`config.mk`:
```
export PLATFORM = sky130hd
export DESIGN_NAME = spi_cfg_bridge
export DESIGN_NICKNAME = d
export VERILOG_FILES = /design/src/rtl/spi_cfg_bridge_pkg.sv /design/src/rtl/spi_cfg_bridge_fifo.sv /design/src/rtl/spi_cfg_bridge.sv
export SDC_FILE = /design/constraint.sdc
export NUM_CORES = 1
export LEC_CHECK = 0
export BUFFER_PORTS_ARGS = -buffer_cell sky130_fd_sc_hd__buf_2
export CELL_PAD_IN_SITES_DETAIL_PLACEMENT = 2
export CELL_PAD_IN_SITES_GLOBAL_PLACEMENT = 2
export CORE_MARGIN = 2
export CORE_UTILIZATION = 35
export CTS_CLUSTER_DIAMETER = 150
export DETAILED_ROUTE_END_ITERATION = 8
export PLACE_DENSITY = 0.71
export SKIP_CTS_REPAIR_TIMING = 1
export SLEW_MARGIN = 20
export SYNTH_ARGS = -nofsm -noshare
export SYNTH_HDL_FRONTEND = slang
export SYNTH_SLANG_ARGS = --single-unit
```
`constraint.sdc`:
```
create_clock -name clkOut -period 4.2 [get_ports clkOut]
set_input_delay 1.26 -clock clkOut [delete_from_list [all_inputs] [get_ports clkOut]]
set_output_delay 1.26 -clock clkOut [all_outputs]
set_load 0.02 [all_outputs]
```
`src/rtl/spi_cfg_bridge_pkg.sv`:
```
// Shared opcodes, FSM state encoding and STATUS byte layout for the SPI
// configuration bridge.
package spi_cfg_bridge_pkg;

  localparam logic [7:0] OP_WRITE  = 8'h01;
  localparam logic [7:0] OP_READ   = 8'h02;
  localparam logic [7:0] OP_START  = 8'h03;
  localparam logic [7:0] OP_STATUS = 8'h04;

  // Bit positions inside the STATUS byte.
  localparam int STAT_DONE_BIT  = 0;
  localparam int STAT_EMPTY_BIT = 1;

  typedef enum logic [2:0] {
    ST_IDLE  = 3'd0,
    ST_CMD   = 3'd1,
    ST_ADDR  = 3'd2,
    ST_WDATA = 3'd3,
    ST_RDATA = 3'd4,
    ST_START = 3'd5,
    ST_STAT  = 3'd6,
    ST_DROP  = 3'd7
  } state_e;

  // Assemble the STATUS byte from the live flags.
  function automatic logic [7:0] status_byte(input logic fifo_empty, input logic done);
    logic [7:0] b;
    b = 8'h00;
    b[STAT_EMPTY_BIT] = fifo_empty;
    b[STAT_DONE_BIT]  = done;
    return b;
  endfunction

endpackage

```
`src/rtl/spi_cfg_bridge_fifo.sv`:
```
// Single-clock FIFO used as the read-back buffer. Push when full and pop when
// empty are ignored; flush empties it in one cycle and wins over push.
module sync_fifo_sc #(
  parameter int WIDTH = 16,
  parameter int DEPTH = 4
) (
  input  logic             clk,
  input  logic             rst,
  input  logic             flush,
  input  logic             push,
  input  logic [WIDTH-1:0] wdata,
  input  logic             pop,
  output logic [WIDTH-1:0] rdata,
  output logic             full,
  output logic             empty
);

  localparam int AW = $clog2(DEPTH);

  logic [WIDTH-1:0] mem_q [DEPTH];
  logic [AW:0]      wr_ptr_q, wr_ptr_d;
  logic [AW:0]      rd_ptr_q, rd_ptr_d;
  logic             do_push;
  logic             do_pop;

  assign empty = (wr_ptr_q == rd_ptr_q);
  assign full  = (wr_ptr_q[AW] != rd_ptr_q[AW]) &&
                 (wr_ptr_q[AW-1:0] == rd_ptr_q[AW-1:0]);
  assign rdata = mem_q[rd_ptr_q[AW-1:0]];

  // Pointer update: extra MSB distinguishes full from empty.
  always_comb begin
    do_push  = push & ~full & ~flush;
    do_pop   = pop & ~empty & ~flush;
    wr_ptr_d = wr_ptr_q;
    rd_ptr_d = rd_ptr_q;
    if (do_push) wr_ptr_d = wr_ptr_q + (AW+1)'(1);
    if (do_pop)  rd_ptr_d = rd_ptr_q + (AW+1)'(1);
    if (flush) begin
      wr_ptr_d = '0;
      rd_ptr_d = '0;
    end
  end

  // Pointer registers.
  always_ff @(posedge clk) begin
    if (rst) begin
      wr_ptr_q <= '0;
      rd_ptr_q <= '0;
    end else begin
      wr_ptr_q <= wr_ptr_d;
      rd_ptr_q <= rd_ptr_d;
    end
  end

  // Storage array, written on accepted pushes only.
  always_ff @(posedge clk) begin
    if (do_push) mem_q[wr_ptr_q[AW-1:0]] <= wdata;
  end

endmodule

```
`src/rtl/spi_cfg_bridge.sv`:
```
// SPI mode-0 target that turns opcode/address/data frames into one-cycle
// configuration strobes, streams read-back words out on sdout and reports
// execution status. Everything runs on clkOut; SPI pins are oversampled.
//
// Handshake: cfg_valid is a single-cycle strobe with no ready; the array must
// accept every strobe. rd_valid/rd_data carry one response per issued read,
// at any later cycle; responses with no read outstanding, or arriving while
// the buffer is full, are discarded and never stall the bridge.
module spi_cfg_bridge
  import spi_cfg_bridge_pkg::*;
#(
  parameter int DATA_WIDTH  = 16,
  parameter int ADDR_WIDTH  = 16,
  parameter int RD_DEPTH    = 4,
  parameter int SYNC_STAGES = 2
) (
  input  logic                  clkOut,
  input  logic                  reset_network,
  input  logic                  chip_en,
  input  logic                  ss,
  input  logic                  sck,
  input  logic                  sdin,
  output logic                  sdout,
  output logic [ADDR_WIDTH-1:0] cfg_addr,
  output logic [DATA_WIDTH-1:0] cfg_wdata,
  output logic                  cfg_valid,
  output logic                  cfg_rw,
  input  logic [DATA_WIDTH-1:0] rd_data,
  input  logic                  rd_valid,
  output logic                  start_exec,
  input  logic                  exec_end,
  output logic [2:0]            dbg_state
);

  localparam int SW = (ADDR_WIDTH > DATA_WIDTH) ? ADDR_WIDTH : DATA_WIDTH;
  localparam int CW = $clog2(SW + 1);

  logic [SYNC_STAGES-1:0] sck_sync_q, ss_sync_q, sdin_sync_q;
  logic sck_prev_q, ss_prev_q;
  logic sck_s, ss_s, sdin_s;
  logic sck_rise, sck_fall, ss_rise, ss_fall, abort;

  state_e                state_q, state_d;
  logic [CW-1:0]         bit_cnt_q, bit_cnt_d;
  logic [SW-1:0]         shift_q, shift_d, shift_nxt;
  logic [ADDR_WIDTH-1:0] addr_q, addr_d;
  logic [DATA_WIDTH-1:0] tx_q, tx_d, rd_word;
  logic                  is_write_q, is_write_d;
  logic                  rd_pend_q, rd_pend_d;
  logic                  done_q, done_d, done_clr;
  logic                  exec_prev_q;
  logic                  sdout_q, sdout_d;
  logic [ADDR_WIDTH-1:0] cfg_addr_q, cfg_addr_d;
  logic [DATA_WIDTH-1:0] cfg_wdata_q, cfg_wdata_d;
  logic                  cfg_valid_q, cfg_valid_d;
  logic                  cfg_rw_q, cfg_rw_d;
  logic                  start_exec_q, start_exec_d;

  logic                  fifo_push, fifo_pop, fifo_flush, fifo_full, fifo_empty;
  logic [DATA_WIDTH-1:0] fifo_rdata;

  // Input synchronisers and previous-value flops for edge detection.
  always_ff @(posedge clkOut) begin
    if (reset_network) begin
      sck_sync_q  <= '0;
      ss_sync_q   <= '1;
      sdin_sync_q <= '0;
      sck_prev_q  <= 1'b0;
      ss_prev_q   <= 1'b1;
      exec_prev_q <= 1'b0;
    end else begin
      sck_sync_q  <= {sck_sync_q[SYNC_STAGES-2:0], sck};
      ss_sync_q   <= {ss_sync_q[SYNC_STAGES-2:0], ss};
      sdin_sync_q <= {sdin_sync_q[SYNC_STAGES-2:0], sdin};
      sck_prev_q  <= sck_s;
      ss_prev_q   <= ss_s;
      exec_prev_q <= exec_end;
    end
  end

  assign sck_s    = sck_sync_q[SYNC_STAGES-1];
  assign ss_s     = ss_sync_q[SYNC_STAGES-1];
  assign sdin_s   = sdin_sync_q[SYNC_STAGES-1];
  assign sck_rise = sck_s & ~sck_prev_q;
  assign sck_fall = ~sck_s & sck_prev_q;
  assign ss_rise  = ss_s & ~ss_prev_q;
  assign ss_fall  = ~ss_s & ss_prev_q;
  assign abort    = ss_rise | ~chip_en;

  // Next-state, framing, strobe generation and read-back streaming.
  always_comb begin
    state_d      = state_q;
    bit_cnt_d    = bit_cnt_q;
    shift_d      = shift_q;
    shift_nxt    = {shift_q[SW-2:0], sdin_s};
    addr_d       = addr_q;
    tx_d         = tx_q;
    rd_word      = '1;
    is_write_d   = is_write_q;
    rd_pend_d    = rd_pend_q & ~rd_valid;
    done_clr     = 1'b0;
    sdout_d      = sdout_q;
    cfg_addr_d   = cfg_addr_q;
    cfg_wdata_d  = cfg_wdata_q;
    cfg_valid_d  = 1'b0;
    cfg_rw_d     = cfg_rw_q;
    start_exec_d = 1'b0;
    fifo_pop     = 1'b0;
    fifo_flush   = 1'b0;
    fifo_push    = rd_valid & rd_pend_q & (state_q == ST_RDATA) & ~abort;

    case (state_q)
      ST_IDLE: begin
        if (ss_fall) begin
          state_d   = ST_CMD;
          bit_cnt_d = '0;
        end
      end
      ST_CMD: begin
        if (sck_rise) begin
          shift_d   = shift_nxt;
          bit_cnt_d = bit_cnt_q + CW'(1);
          if (bit_cnt_q == CW'(7)) begin
            bit_cnt_d = '0;
            case (shift_nxt[7:0])
              OP_WRITE: begin
                state_d    = ST_ADDR;
                is_write_d = 1'b1;
              end
              OP_READ: begin
                state_d    = ST_ADDR;
                is_write_d = 1'b0;
              end
              OP_START: begin
                state_d      = ST_START;
                start_exec_d = 1'b1;
              end
              OP_STATUS: begin
                state_d  = ST_STAT;
                tx_d     = DATA_WIDTH'(status_byte(fifo_empty, done_q)) << (DATA_WIDTH - 8);
                done_clr = 1'b1;
              end
              default: state_d = ST_DROP;
            endcase
          end
        end
      end
      ST_ADDR: begin
        if (sck_rise) begin
          shift_d   = shift_nxt;
          bit_cnt_d = bit_cnt_q + CW'(1);
          if (bit_cnt_q == CW'(ADDR_WIDTH - 1)) begin
            bit_cnt_d = '0;
            addr_d    = shift_nxt[ADDR_WIDTH-1:0];
            state_d   = is_write_q ? ST_WDATA : ST_RDATA;
          end
        end
      end
      ST_WDATA: begin
        if (sck_rise) begin
          shift_d   = shift_nxt;
          bit_cnt_d = bit_cnt_q + CW'(1);
          if (bit_cnt_q == CW'(DATA_WIDTH - 1)) begin
            bit_cnt_d   = '0;
            cfg_valid_d = 1'b1;
            cfg_rw_d    = 1'b1;
            cfg_addr_d  = addr_q;
            cfg_wdata_d = shift_nxt[DATA_WIDTH-1:0];
            addr_d      = addr_q + ADDR_WIDTH'(1);
          end
        end
      end
      ST_RDATA: begin
        if (sck_rise) begin
          bit_cnt_d = (bit_cnt_q == CW'(DATA_WIDTH - 1)) ? '0 : bit_cnt_q + CW'(1);
        end
        // Word boundary: the first falling edge of each word loads the next
        // buffered word, or all-ones when nothing has arrived in time.
        if (sck_fall) begin
          if (bit_cnt_q == '0) begin
            if (!fifo_empty) begin
              rd_word  = fifo_rdata;
              fifo_pop = 1'b1;
            end
            sdout_d = rd_word[DATA_WIDTH-1];
            tx_d    = rd_word << 1;
          end else begin
            sdout_d = tx_q[DATA_WIDTH-1];
            tx_d    = tx_q << 1;
          end
        end
        // Keep one read in flight whenever the buffer has room.
        if (!rd_pend_q && !fifo_full) begin
          cfg_valid_d = 1'b1;
          cfg_rw_d    = 1'b0;
          cfg_addr_d  = addr_q;
          addr_d      = addr_q + ADDR_WIDTH'(1);
          rd_pend_d   = 1'b1;
        end
      end
      ST_STAT: begin
        if (sck_fall) begin
          sdout_d = tx_q[DATA_WIDTH-1];
          tx_d    = tx_q << 1;
        end
      end
      default: ; // ST_START and ST_DROP wait for the frame to end
    endcase

    // End of frame or disabled chip: drop everything in flight.
    if (abort) begin
      state_d      = ST_IDLE;
      bit_cnt_d    = '0;
      rd_pend_d    = 1'b0;
      sdout_d      = 1'b0;
      cfg_valid_d  = 1'b0;
      start_exec_d = 1'b0;
      fifo_pop     = 1'b0;
      fifo_flush   = 1'b1;
    end
    if (!chip_en) begin
      cfg_addr_d  = '0;
      cfg_wdata_d = '0;
      cfg_rw_d    = 1'b0;
    end

    // Sticky done flag: a set in the same cycle as a clear wins.
    done_d = done_q;
    if (done_clr) done_d = 1'b0;
    if (exec_end && !exec_prev_q) done_d = 1'b1;
  end

  // State and datapath registers.
  always_ff @(posedge clkOut) begin
    if (reset_network) begin
      state_q      <= ST_IDLE;
      bit_cnt_q    <= '0;
      shift_q      <= '0;
      addr_q       <= '0;
      tx_q         <= '0;
      is_write_q   <= 1'b0;
      rd_pend_q    <= 1'b0;
      done_q       <= 1'b0;
      sdout_q      <= 1'b0;
      cfg_addr_q   <= '0;
      cfg_wdata_q  <= '0;
      cfg_valid_q  <= 1'b0;
      cfg_rw_q     <= 1'b0;
      start_exec_q <= 1'b0;
    end else begin
      state_q      <= state_d;
      bit_cnt_q    <= bit_cnt_d;
      shift_q      <= shift_d;
      addr_q       <= addr_d;
      tx_q         <= tx_d;
      is_write_q   <= is_write_d;
      rd_pend_q    <= rd_pend_d;
      done_q       <= done_d;
      sdout_q      <= sdout_d;
      cfg_addr_q   <= cfg_addr_d;
      cfg_wdata_q  <= cfg_wdata_d;
      cfg_valid_q  <= cfg_valid_d;
      cfg_rw_q     <= cfg_rw_d;
      start_exec_q <= start_exec_d;
    end
  end

  sync_fifo_sc #(
    .WIDTH (DATA_WIDTH),
    .DEPTH (RD_DEPTH)
  ) u_rd_fifo (
    .clk   (clkOut),
    .rst   (reset_network),
    .flush (fifo_flush),
    .push  (fifo_push),
    .wdata (rd_data),
    .pop   (fifo_pop),
    .rdata (fifo_rdata),
    .full  (fifo_full),
    .empty (fifo_empty)
  );

  assign sdout      = sdout_q;
  assign cfg_addr   = cfg_addr_q;
  assign cfg_wdata  = cfg_wdata_q;
  assign cfg_valid  = cfg_valid_q;
  assign cfg_rw     = cfg_rw_q;
  assign start_exec = start_exec_q;
  assign dbg_state  = state_q;

endmodule

```
After elaboration in Yosys (flattened, before gate mapping) --
Memories as Yosys holds them, arrays and structs flattened. A register that Yosys moved wholly into a read port is not among the register bits. Index checks and enable logic that the tools add are counted.
Word-level totals: input bits 24, register bits after elaboration 109, latch bits 0, memories 1, bits in read-only memories 0, logic and storage cells 175, memory bits (writable) 64
Memories:
- u_rd_fifo.mem_q | depth 4, width 16, rd ports 1, clocked after Yosys merged registers in 1, wr ports 1, line spi_cfg_bridge_fifo.sv:20 | logic [WIDTH-1:0] mem_q [DEPTH];
Cells by class: add/sub/neg operators 4, bitwise gates (word level) 26, shifts and indexed selects 0, multiplexer cells 64, magnitude comparators 0, div/mod/pow operators 0, $mul 0, reduce and logical (&&, ||, !) cells 32, equal/unequal tests 26
Operators by type and width (number):
- 16-bit two-way mux | 15
- 16-bit one-hot mux with 3 select lines | 2
- 16-bit one-hot mux with 2 select lines | 1
- 1-bit two-way mux | 26
- 5-bit two-way mux | 5
- 2-bit != test (second input constant) | 10
- 3-bit two-way mux | 6
- 3-bit one-hot mux with 3 select lines | 2
- 6-bit AND reduction | 3
- 16-bit by 1-bit adder with 16-bit output (second input constant) | 1
- 8-bit by 2-bit == test with 1-bit output (second input constant) | 2
- 5-bit one-hot mux with 3 select lines | 1
- 1-bit NOT | 13
- 1-bit bitwise AND | 12
- 4-bit AND reduction | 3
- 3-bit nonzero test | 4
- 8-bit by 1-bit == test with 1-bit output (second input constant) | 1
- 8-bit by 3-bit == test with 1-bit output (second input constant) | 1
- 1-bit one-hot mux with 2 select lines | 4
- 2-bit nonzero test | 4
- 2-bit OR reduction | 4
- 3-bit by 1-bit adder with 3-bit output (second input constant) | 2
- 3-bit by 2-bit == test with 1-bit output (second input constant) | 2
- 3-bit == test (second input constant) | 2
- other kinds (18) | 26

Longest topological paths before layout --
depth after elaboration 10, depth in mapped cells 12, mapped depth without buffers 9

Hierarchy --
From an unflattened synthesis, not the netlist that was laid out.
Unflattened totals: cells, all modules 729, area, all modules 7601.0 sq um
Modules (own cells, without submodules):
- spi_cfg_bridge | cells each 575, sequential area each 2042.0 sq um, area an instance 4707.0 sq um, instances 1
- sync_fifo_sc | cells each 154, sequential area each 2082.0 sq um, area an instance 2894.0 sq um, instances 1

Least setup slack after synthesis --
No wires, ideal clock.
path kind input-to-reg, from in rd_valid, to mem u_rd_fifo.mem_q[3][0], enable pin, buffers on the path 0, stages 2, arrival 3.100 ns, setup time 0.436 ns, setup slack 0.663 ns, cell sequence nand2_1 nor4_1
On the way: cells in the longest elaborated chain, start to end 7
RTL lines:
- start, declared | line spi_cfg_bridge.sv:29 | input logic rd_valid,
- 1-bit bitwise AND (3 in a row) | line spi_cfg_bridge.sv:110 | fifo_push = rd_valid & rd_pend_q & (state_q == ST_RDATA) & ~abort;
- 1-bit bitwise AND (2 in a row) | line spi_cfg_bridge_fifo.sv:33 | do_push = push & ~full & ~flush;
- 1-bit two-way mux | line spi_cfg_bridge_fifo.sv:58 | if (do_push) mem_q[wr_ptr_q[AW-1:0]] <= wdata;
- 1-bit two-way mux (implied by the code) | line spi_cfg_bridge_fifo.sv:58
- end, declared | line spi_cfg_bridge_fifo.sv:20
Every way passes these cells.

Worst setup path in the final report --
from reg state_q[2], in the netlist dbg_state[2], to mem u_rd_fifo.mem_q[2][15], enable pin
On the way: cells in the longest elaborated chain, start to end 7
RTL lines:
- start, declared | line spi_cfg_bridge.sv:43 | state_e state_q, state_d;
- start signal, assigned | line spi_cfg_bridge.sv:251 | state_q <= state_d;
- 3-bit == test | line spi_cfg_bridge.sv:110
- 1-bit bitwise AND (2 in a row) | line spi_cfg_bridge.sv:110
- 1-bit bitwise AND (2 in a row) | line spi_cfg_bridge_fifo.sv:33
- 1-bit two-way mux | line spi_cfg_bridge_fifo.sv:58
- 1-bit two-way mux (implied by the code) | line spi_cfg_bridge_fifo.sv:58
Every way passes these cells.

==> reports/results.ini <==
[floorplanning]
die_y_um = 149
design.core.area_um2 = 20800
die_area_um2 = 22200
num_io_pins = 63
rows = 53
start_util_pct = 35.4
die_x_um = 149

[placed_design]
place_area_um2 = 7920
port_buffers = 62
dpl.hpwl_mm = 13.5
dp_slack_ns = 0.964
place_congestion = 0.758

[clock_tree]
cts_inserted_buffers = 17
cts_sinks = 174
cts.clk_slew.worst_paths_ns = 0.07
ctsHtreeMaxLevel = 4
clock_path_buffers = 2
cts_tree = yes
worstSkewPairLatency_ns = 0.44
clockRootBuffer = clkbuf_16

[synth]
synthArstFlopShare_pct = 0
syn_avg_cell_area_um2 = 10.3
ys_ff_latch = 174
netlist_instances = 715
synth_cell_types = 58
yosys_warnings = 0
synthFlopType = dfxtp_1
synthesis.nets = 749
syn_area_um2 = 7370
seq_area_frac_synth_pct = 56.0
synth_top_area_share_pct = 29.9
ys_top_cells_by_area = dfxtp_1 (30%), edfxtp_1 (26%), nand2_1 (6.4%)
synth-edff-count = 64
synth_top_area_cell = dfxtp_1

[cells_and_area]
area.growth.synth_to_final_pct = 15.5
final_cell_mix = nand2_1 (125), dfxtp_1 (110), a21oi_1 (82)
drive_above_1_share_pct = 17.4
num_antenna_cells = 0
layout.nets = 792
final_core_util_pct = 40.9
finalInstanceArea_um2 = 8510
final_common_cell = nand2_1

[min_path]
min_path_type = reg2reg

[global_route]
overflow = 0
grt_max_degree = 64
grt_pass1_wl_mm = 32.8
antenna_found_initial = 0
grt_pass1_vias = 6026
grtUsageTotal_pct = 18.9

[timing]
finClkSkew_ns = 0.0140
rsz0062_at_grt = false
tightest_slew_ns = 0.995
setup_viol = 0
maxSlewViolCount = 0
worst_slack_ns = 1.27
whs_ns = 0.412
hold_viol = 0
fmax_mhz = 341
min_period_ns = 2.93
relSlewSlack_pct = 33.4
fin_crit_sh_pct = 69.8
totalNegativeSetupSlack_ns = 0

[route]
wl_mm = 20.0
drtAntennaViolNets = 0
wl_per_cell_um = 19.2
vias = 5524
vias_per_cell = 5.28
drc_errors = 0
drt_iter0_drc = 208
first_pass_iters = 4

[pwr]
power.density_nw_per_um2 = 403
peakVddDrop_uv = 286
total_leakage_power_nw = 2.80

[status]
status = completed

[critical_path]
crit_fanout = 18
crit_type = reg2reg
cp.arrival_ns = 2.99
critPathCaptureType = flip-flop
start_kind = flip-flop
required_ns = 4.26

[run]
drv_cap = 0

==> worst max-delay path, stage by stage, from the launching register on <==
cell	delay [ns]
dfxtp_1	0.70
nor3b_1	0.33
nand3_1	0.22
nor3_1	0.52
and2_1	0.78
==> report_power, final <==
group | total [mW] | switching (mW) | internal [mW]
Sequential | 1.76 | 0.00642 | 1.75
Combinational | 0.0650 | 0.0429 | 0.0222
Clock | 1.61 | 0.757 | 0.851
Total | 3.43 | 0.806 | 2.62
==> stage by stage <==
step           instances  power (mW)
6_report            1046        3.43
4_1_cts             1046        3.47
3_5_place_dp        1014        1.86
5_1_grt             1046        3.54
3_3_place_gp        1014        1.86
2_1_floorplan        715        1.83
==> final cells by class <==
class | count | area (µm²)
sequential | 174 | 4120
tap | 275 | 344
timing repair buffer | 73 | 393
clock inverter | 15 | 163
fill | 2242 | 12300
clock buffer | 17 | 425
multi-input combinational | 478 | 3010
inverter | 14 | 52.6
==> logic make-up after synthesis <==
family | share of synthesized area [%]
AO/OA/AOI/OAI | 14.0
AND/OR/NAND/NOR | 18.3
buffers and inverters | 3.31
multiplexers | 5.30
flip-flops | 56.0
XOR/XNOR | 1.43
adder cells (fa/ha/maj) | 1.70
==> synth_stat cells (5+ instances only) <==
master    number
a21oi_1       82
nor3_1        13
buf_2          6
ha_1          10
a211oi_1       7
xnor2_1        8
a311oi_1       6
nor2_1        27
nand2b_1      18
and2_1         6
o221ai_1      10
o21ai_1       11
edfxtp_1      64
o21ai_0       22
nand2_1      125
nor2b_1       13
nor4_1         5
clkbuf_1      41
nand3_1       10
dfxtp_1      110
nand3b_1      15
mux4_2        16
or3_1          5
o32ai_1        6
inv_1         14
==> final timing paths <==
check | from | endpoint | slack (ns) | depth (start not counted)
max | dbg_state[2] | u_rd_fifo.mem_q[2][15] | 1.27 | 4
min reg2reg | ss_sync_q[0] | ss_sync_q[1] | 0.41 | 1
min | ss_sync_q[0] | ss_sync_q[1] | 0.41 | 1
max reg2reg | dbg_state[2] | u_rd_fifo.mem_q[2][15] | 1.27 | 4
==> registers in the layout (all words and copies together), names as in the netlist, 2 cells and up, named ones only <==
| signal | count |
|---|---|
| sdin_sync_q | 2 |
| u_rd_fifo.mem_q | 64 |
| cfg_wdata | 16 |
| cfg_addr | 16 |
| shift_q | 15 |
| ss_sync_q | 2 |
| bit_cnt_q | 5 |
| dbg_state | 3 |
| u_rd_fifo.wr_ptr_q | 3 |
| sck_sync_q | 2 |
| tx_q | 15 |
| addr_q | 16 |
| u_rd_fifo.rd_ptr_q | 3 |
==> per-layer routing <==
metal | wire length [µm] | part of all wire, % | track usage, % | vias up
met2 | 10600 | 53 | 34.8 | 61
met1 | 8750 | 44 | 22.5 | 2784
met3 | 432 | 2.2 | 3.49 | 21
met4 | 289 | 1.4 | 5.10 | 0
met5 | 0 | 0 | 0 | -
li1 | - | - | - | 2658
No activity file was read; power rests on OpenSTA's default activity.
